## config.mk

```make
export PLATFORM = sky130hd
export DESIGN_NAME = div_nbit_restoring
export DESIGN_NICKNAME = d
export VERILOG_FILES = /design/src/rtl/div_pkg.sv /design/src/rtl/div_01bit_step.sv /design/src/rtl/div_nbit_restoring.sv
export SDC_FILE = /design/constraint.sdc
export NUM_CORES = 1
export LEC_CHECK = 0
export BUFFER_PORTS_ARGS = -buffer_cell sky130_fd_sc_hd__buf_2
export CORE_AREA = 2 2 67 116
export CTS_CLUSTER_DIAMETER = 50
export DETAILED_ROUTE_END_ITERATION = 6
export DIE_AREA = 0 0 69 118
export PLACE_DENSITY = 0.76
export SLEW_MARGIN = 20
export SYNTH_ARGS = -nofsm -noshare
export SYNTH_HDL_FRONTEND = slang
export SYNTH_SLANG_ARGS = --single-unit
```

## constraint.sdc

```tcl
create_clock -name i_clk -period 3.1 [get_ports i_clk]
set_clock_uncertainty 0.2 [all_clocks]
set_input_delay 0.465 -clock i_clk [delete_from_list [all_inputs] [get_ports i_clk]]
set_output_delay 0.465 -clock i_clk [all_outputs]
set_load 0.05 [all_outputs]
```

## src/rtl/div_pkg.sv

```systemverilog
// Shared definitions for the restoring divider: FSM state encoding and the
// sizing helper for the iteration counter.
package div_pkg;

  // Divider sequencing states.
  typedef enum logic [1:0] {
    IDLE = 2'd0,
    CALC = 2'd1,
    FIX  = 2'd2,
    DONE = 2'd3
  } div_state_e;

  // Width of the default configuration and its iteration-counter width.
  localparam int unsigned DIV_DEFAULT_WIDTH = 8;
  localparam int unsigned DIV_CNT_W         = $clog2(DIV_DEFAULT_WIDTH + 1);

  // Counter width for an arbitrary operand width; must hold 0..width.
  function automatic int unsigned div_cnt_width(input int unsigned width);
    return $clog2(width + 1);
  endfunction

endpackage

```

## src/rtl/div_01bit_step.sv

```systemverilog
// One restoring-division iteration: shift the next dividend bit into the
// partial remainder, trial-subtract the divisor magnitude, keep or restore.
module div_01bit_step
  import div_pkg::*;
#(
  parameter int unsigned W = DIV_DEFAULT_WIDTH
) (
  input  logic [W-1:0] i_rem,
  input  logic         i_bit,
  input  logic [W-1:0] i_div,
  output logic [W-1:0] o_rem,
  output logic         o_q
);

  logic [W:0] shifted;
  logic [W:0] diff;
  logic       borrow;
  logic       unused_bits;

  // Trial subtraction; the borrow out of the (W+1)-bit difference marks a
  // negative result, in which case the shifted remainder is restored.
  always_comb begin
    shifted         = {i_rem, i_bit};
    {borrow, diff}  = {1'b0, shifted} - {2'b00, i_div};
    o_q             = ~borrow;
    o_rem           = borrow ? shifted[W-1:0] : diff[W-1:0];
  end

  // The top bits are provably zero in the selected result (remainder < divisor).
  assign unused_bits = diff[W] ^ shifted[W];

endmodule

```

## src/rtl/div_nbit_restoring.sv

```systemverilog
// Multi-cycle restoring divider, signed or unsigned per request. One quotient
// bit per cycle on operand magnitudes, then a single sign-fix cycle.
module div_nbit_restoring
  import div_pkg::*;
#(
  parameter int unsigned DATA_WIDTH = DIV_DEFAULT_WIDTH
) (
  input  logic                  i_clk,
  input  logic                  i_rst,
  input  logic                  i_start,
  input  logic                  i_sgn,
  input  logic [DATA_WIDTH-1:0] i_num_x,
  input  logic [DATA_WIDTH-1:0] i_num_y,
  output logic                  o_busy,
  output logic                  o_end,
  output logic [DATA_WIDTH-1:0] o_quo,
  output logic [DATA_WIDTH-1:0] o_rem,
  output logic                  o_dbz,
  output logic                  o_ovf
);

  localparam int unsigned W     = DATA_WIDTH;
  localparam int unsigned CNT_W = div_cnt_width(DATA_WIDTH);

  localparam logic [CNT_W-1:0] CNT_ZERO  = '0;
  localparam logic [CNT_W-1:0] CNT_ONE   = CNT_W'(1);
  localparam logic [CNT_W-1:0] LAST_ITER = CNT_W'(W - 1);
  localparam logic [W-1:0]     MOST_NEG  = {1'b1, {(W - 1){1'b0}}};

  if ((DATA_WIDTH < 4) || ((DATA_WIDTH % 2) != 0)) begin : g_bad_width
    $error("div_nbit_restoring: DATA_WIDTH must be even and >= 4");
  end

  div_state_e     state;
  logic [CNT_W-1:0] cnt;

  // Raw operands kept for the exception checks and the divide-by-zero result.
  logic [W-1:0]   x_r;
  logic [W-1:0]   y_r;
  logic           sgn_r;

  // Working registers: partial remainder, and a shared register that shifts
  // dividend magnitude bits out of the top while quotient bits enter below.
  logic [W-1:0]   rem_r;
  logic [W-1:0]   qd_r;
  logic [W-1:0]   ymag_r;
  logic           neg_q_r;
  logic           neg_r_r;

  // Acceptance-time magnitudes and sign decisions.
  logic           x_neg;
  logic           y_neg;
  logic [W-1:0]   x_mag;
  logic [W-1:0]   y_mag;

  // Exception detection on the latched operands.
  logic           is_dbz;
  logic           is_ovf;

  // Single iteration datapath.
  logic [W-1:0]   step_rem;
  logic           step_q;

  // Operand magnitudes; the most-negative value maps onto itself, which is
  // still the correct unsigned magnitude in W bits.
  always_comb begin
    x_neg = i_sgn & i_num_x[W-1];
    y_neg = i_sgn & i_num_y[W-1];
    x_mag = x_neg ? -i_num_x : i_num_x;
    y_mag = y_neg ? -i_num_y : i_num_y;
  end

  // Exceptional operand pairs; divide-by-zero wins over overflow.
  always_comb begin
    is_dbz = (y_r == '0);
    is_ovf = sgn_r & (x_r == MOST_NEG) & (y_r == '1);
  end

  div_01bit_step #(
    .W (W)
  ) u_step (
    .i_rem (rem_r),
    .i_bit (qd_r[W-1]),
    .i_div (ymag_r),
    .o_rem (step_rem),
    .o_q   (step_q)
  );

  // Status decodes straight from the state register.
  always_comb begin
    o_busy = (state != IDLE);
    o_end  = (state == DONE);
  end

  // Sequencing, operand capture, iteration and result registers.
  // The exception checks run in the first CALC cycle on latched operands, so an
  // exceptional request reaches DONE one cycle after CALC is entered.
  always_ff @(posedge i_clk) begin
    if (i_rst) begin
      state   <= IDLE;
      cnt     <= CNT_ZERO;
      x_r     <= '0;
      y_r     <= '0;
      sgn_r   <= 1'b0;
      rem_r   <= '0;
      qd_r    <= '0;
      ymag_r  <= '0;
      neg_q_r <= 1'b0;
      neg_r_r <= 1'b0;
      o_quo   <= '0;
      o_rem   <= '0;
      o_dbz   <= 1'b0;
      o_ovf   <= 1'b0;
    end else begin
      case (state)
        IDLE: begin
          if (i_start) begin
            x_r     <= i_num_x;
            y_r     <= i_num_y;
            sgn_r   <= i_sgn;
            rem_r   <= '0;
            qd_r    <= x_mag;
            ymag_r  <= y_mag;
            neg_q_r <= x_neg ^ y_neg;
            neg_r_r <= x_neg;
            cnt     <= CNT_ZERO;
            state   <= CALC;
          end
        end

        CALC: begin
          if ((cnt == CNT_ZERO) && is_dbz) begin
            o_quo <= '1;
            o_rem <= x_r;
            o_dbz <= 1'b1;
            o_ovf <= 1'b0;
            state <= DONE;
          end else if ((cnt == CNT_ZERO) && is_ovf) begin
            o_quo <= MOST_NEG;
            o_rem <= '0;
            o_dbz <= 1'b0;
            o_ovf <= 1'b1;
            state <= DONE;
          end else begin
            rem_r <= step_rem;
            qd_r  <= {qd_r[W-2:0], step_q};
            cnt   <= cnt + CNT_ONE;
            if (cnt == LAST_ITER) begin
              state <= FIX;
            end
          end
        end

        FIX: begin
          o_quo <= neg_q_r ? -qd_r : qd_r;
          o_rem <= neg_r_r ? -rem_r : rem_r;
          o_dbz <= 1'b0;
          o_ovf <= 1'b0;
          state <= DONE;
        end

        DONE: begin
          state <= IDLE;
        end

        default: begin
          state <= IDLE;
        end
      endcase
    end
  end

endmodule

```

## Word level (Yosys, flattened, before mapping)

Cells that the tools add are included.

- Flip-flop bits (word level): 67
- Output and inout port bits: 20
- Logic and storage cells: 83

- $add $sub $neg: 6
- Equal/unequal tests: 11
- Multiplexer cells: 34
- Bitwise logic cells: 6
- Reductions and logical operators: 12

Operator list:

| cell | count |
|---|---|
| $mux 8 | 15 |
| $pmux 8 s2 | 4 |
| $neg 8->8 | 4 |
| $eq 8x8->1 const B | 2 |
| $mux 4 | 3 |
| $sub 9x8->10 | 1 |
| $logic_not 8->1 | 1 |
| $mux 2 | 4 |
| $pmux 2 s4 | 1 |
| $pmux 4 s2 | 1 |
| $ne 2x2->1 const B | 3 |
| $reduce_and 2->1 | 3 |
| $reduce_bool 2->1 | 3 |
| $add 4x1->4 const B | 1 |
| $and 1x1->1 | 4 |
| $eq 2x2->1 const B | 2 |
| $eq 4x3->1 const B | 1 |
| $logic_not 4->1 | 1 |
| $mux 1 | 4 |
| $ne 4x4->1 const B | 1 |
| $pmux 1 s2 | 2 |
| $reduce_and 4->1 | 1 |
| $ne 3x3->1 const B | 1 |
| $eq 2x1->1 const B | 1 |
| 4 further kinds | 5 |

## Longest topological paths before layout

- Depth in word-level cells: 7
- Gate-level depth with buffers: 10
- Mapped depth without buffers: 9

## By module

Synthesis repeated with hierarchy kept, for this count alone.

- Cells, all modules: 503
- Area, all modules: 4016.4 sq um

By module, submodules not included:

| module | instances | cells each | area an instance (sq um) | seq. area each (sq um) |
|---|---|---|---|---|
| div_nbit_restoring | 1 | 443 | 3519.6 | 1321.3 |
| div_01bit_step | 1 | 60 | 496.7 | 0.0 |

## Worst setup path after synthesis

Ideal clock, no wire load.

- Kind: reg2reg
- Start point: register rem_r[2]
- End point: register rem_r[1]
- Library setup time: 117 ps
- Arrival time: 1978 ps
- Required time: 2783 ps
- Setup slack: 804 ps
- Cell stages (with the launch flop): 8
- Buffers on the path: 0
- Period minus slack after synthesis: 2296 ps
- Path through: dfxtp_1 ha_1 a21o_1 a21oi_1 o21ai_1 a41oi_2 mux2i_1 a32o_1

- Word-level cells in the longest chain between the ends: 5

RTL lines:

| element | RTL line | text |
|---|---|---|
| start: declaration | div_nbit_restoring.sv:44 | `logic [W-1:0] rem_r;` |
| start signal: assignment | div_nbit_restoring.sv:145 | `rem_r <= step_rem;` |
| $sub 9x8->10 | div_01bit_step.sv:24 | `{borrow, diff} = {1'b0, shifted} - {2'b00, i_div};` |
| $mux 8 | div_01bit_step.sv:26 | `o_rem = borrow ? shifted[W-1:0] : diff[W-1:0];` |
| $mux 8 | div_nbit_restoring.sv:138 | `end else if ((cnt == CNT_ZERO) && is_ovf) begin` |
| $mux 8 | div_nbit_restoring.sv:132 | `if ((cnt == CNT_ZERO) && is_dbz) begin` |
| $pmux 8 s2 | div_nbit_restoring.sv:115 | `case (state)` |

No other way between the ends. The select of a mux whose other input is x is not followed.
A chain may end at the register's enable or synchronous reset.

## Final worst setup path

Same ends and word-level chain as after synthesis.

==> results.cfg <==
[status]
run_status = complete, no violations

[clock_tree]
path_clk_slew_ns = 0.05
cts_tree = yes
cts_resized = 0
clkLatencyLatePin_ns = 0.33
ctsHoldBuffers = 0
post_cts_buffers = 0
cts_made_buffers = 9
cts_root_buf = clkbuf_16
cts_sinks = 66
htreeDepth = 3
cts_buffer_depth = 2

[layout]
drive_above_1_share_pct = 14.6
area_growth_pct = 15.2
finish.net_count = 534
diodes = 0
stdcell_area_mm2 = 0.00428

[synth]
ys_ff_latch = 66
synth_top_family_by_area = simple AND/OR/NAND/NOR gates
synthXorXnorAreaFrac_pct = 5.65
synthTopCellsByArea = dfxtp_1 (36%), nand2_1 (6.9%), a21oi_1 (6.2%)
yosys.cell_count.top_type = nand2_1
yosys.area.top_type = dfxtp_1
syn_area_mm2 = 0.00372
avgSynthCellArea_um2 = 8.08
synth-simple-area-share_pct = 21.8
synth_nets = 499
yosys.area_share.adder_pct = 6.60
synth-seq-area-share_pct = 35.5
synth-compound-area-share_pct = 21.4
syn_inst = 460
synth_edf_count = 0
synth_common_cells = nand2_1 (68), dfxtp_1 (66), a21oi_1 (46)
yosysUniqueCellTypes = 60
synth_top_area_share_pct = 35.5
ys_warn_count = 0
muxShareOfSynthArea_pct = 3.53
synth-async-reset-ratio_pct = 0
ys_dominant_reg_cell = dfxtp_1

[detailed_routing]
via_per_inst = 5.85
drt_wl_total_mm = 8.86
num_vias = 3427
remaining_drc_errors = 0
first_pass_iters = 5
wl_per_cell_um = 15.1
ant_nets = 0
drtIter0Drc = 253

[min_path]
holdCritPathClass = input port to register

[sta]
rsz0062_at_grt = no
fin_tns_setup_ns = 0
min_period_ns = 2.61
fmaxAchievable_ghz = 0.383
drv_slew = 0
hold_violations = 0
setup_viol = 0
fin_hold_ws_ns = 0.210
tightest_slew_ns = 0.666
slew_headroom_pct = 55.6
fin_crit_sh_pct = 84.2

[grt]
grt_max_degree = 45
globalRouteMet2Util_pct = 40.9
grt_pass1_wl_mm = 15.2
grt_busiest_layer = met2
grtUsageMet3_pct = 4.62
use_met1_pct = 26.6
grt_pass1_vias = 3332
antenna_found_initial = 0
grt.total_usage_pct = 22.9
grt-ovfl-total = 0

[power]
p_leak_nw = 1.77
p_total_mw = 3.89
powerDensity_mw_per_mm2 = 907
peakVddDrop_uv = 484

[worst_setup_path]
crit_arrival_ns = 2.62
crit_path_end_kind = register
cp.required_ns = 3.11
reg2reg_slack_ns = 0.49
critPathMaxFanout = 9
start_kind = register
critPathKind = register to register

[placed_design]
io_buffer_count = 39
dpl_cell_area_mm2 = 0.00398
hpwl_mm = 6.75
place.gp.congestion = 0.864

[floorplanning]
rows = 41
die_y_um = 118
start_util_pct = 51.8
num_io_pins = 40
die_area_mm2 = 0.00814
chipWidth_um = 69
core_area_mm2 = 0.00718

[run]
cap_violations = 0
[flip-flops by register name, indices dropped and copies added (netlist names)]
register	count
ymag_r	7
cnt	4
rem_r	8
qd_r	8
o_quo	8
o_ovf	1
o_dbz	1
neg_q_r	1
neg_r_r	1
sgn_r	1
o_rem	8
state	2
y_r	8
x_r	8
[worst max-delay path, cell delays in order, from the launching register on]
cell	delay, ns
dfxtp_1	0.45
ha_1	0.33
a21o_1	0.18
a21oi_1	0.13
o21ai_1	0.14
a41oi_2	0.62
mux2i_1	0.17
a32o_1	0.29
[cell families (layout without fill, tap and decap cells)]
| logic type | after synthesis | in the layout |
|---|---|---|
| AO/OA/AOI/OAI | 118 | 118 |
| XOR/XNOR | 24 | 24 |
| buffers and inverters | 51 | 91 |
| multiplexers | 13 | 13 |
| adder cells (fa/ha/maj) | 19 | 19 |
| AND/OR/NAND/NOR | 169 | 169 |
| flip-flops | 66 | 66 |
[placed cells by master, fill, tap and decap left out, drive strengths merged, types with 14 or more instances in the layout]
| cell | instances |
|---|---|
| nand2 | 68 |
| dfxtp | 66 |
| buf | 47 |
| a21oi | 46 |
| nor2 | 39 |
| inv | 28 |
| ha | 18 |
| xnor2 | 17 |
| nor3 | 17 |
| clkbuf | 14 |
[cell type report]
type / instances / area (um2)
clock buffers: 14 / 264
clock inverters: 2 / 35.0
fillers: 665 / 2900
inverters: 28 / 105
multi-input cells: 343 / 2190
flip-flops and latches: 66 / 1320
well taps: 86 / 108
repair buffers: 47 / 255
[path summary, 6_finish.rpt]
path	from	end	cells after the start
min reg2reg	sgn_r	sgn_r	2
min	i_num_x[5]	x_r[5]	3
max reg2reg	rem_r[2]	rem_r[1]	7
max	rem_r[2]	rem_r[1]	7
[layer usage]
metal,up-vias,share of wire [%],wire length [um]
met5,-,0,0
met2,84,52,4570
met4,0,2.5,220
met3,19,4.1,362
li1,1705,-,-
met1,1619,42,3700
[per-stage QoR]
step | worst slack (ns) | utilization (%) | instances
after floorplan | 0.804 | - | 460
after global placement | 0.619 | 55.5 | 570
after detailed placement | 0.535 | 55.5 | 570
after CTS | 0.517 | 59.6 | 586
after global routing | 0.365 | 59.6 | 586
final | 0.491 | 59.6 | 586
[where the power goes]
group,switching (mW),leakage [nW],internal (mW)
combinational,1.11,1.09,0.589
clock,0.340,0.147,0.665
sequential,0.152,0.540,1.03
Note: power is estimated with default switching activity, not from simulation.
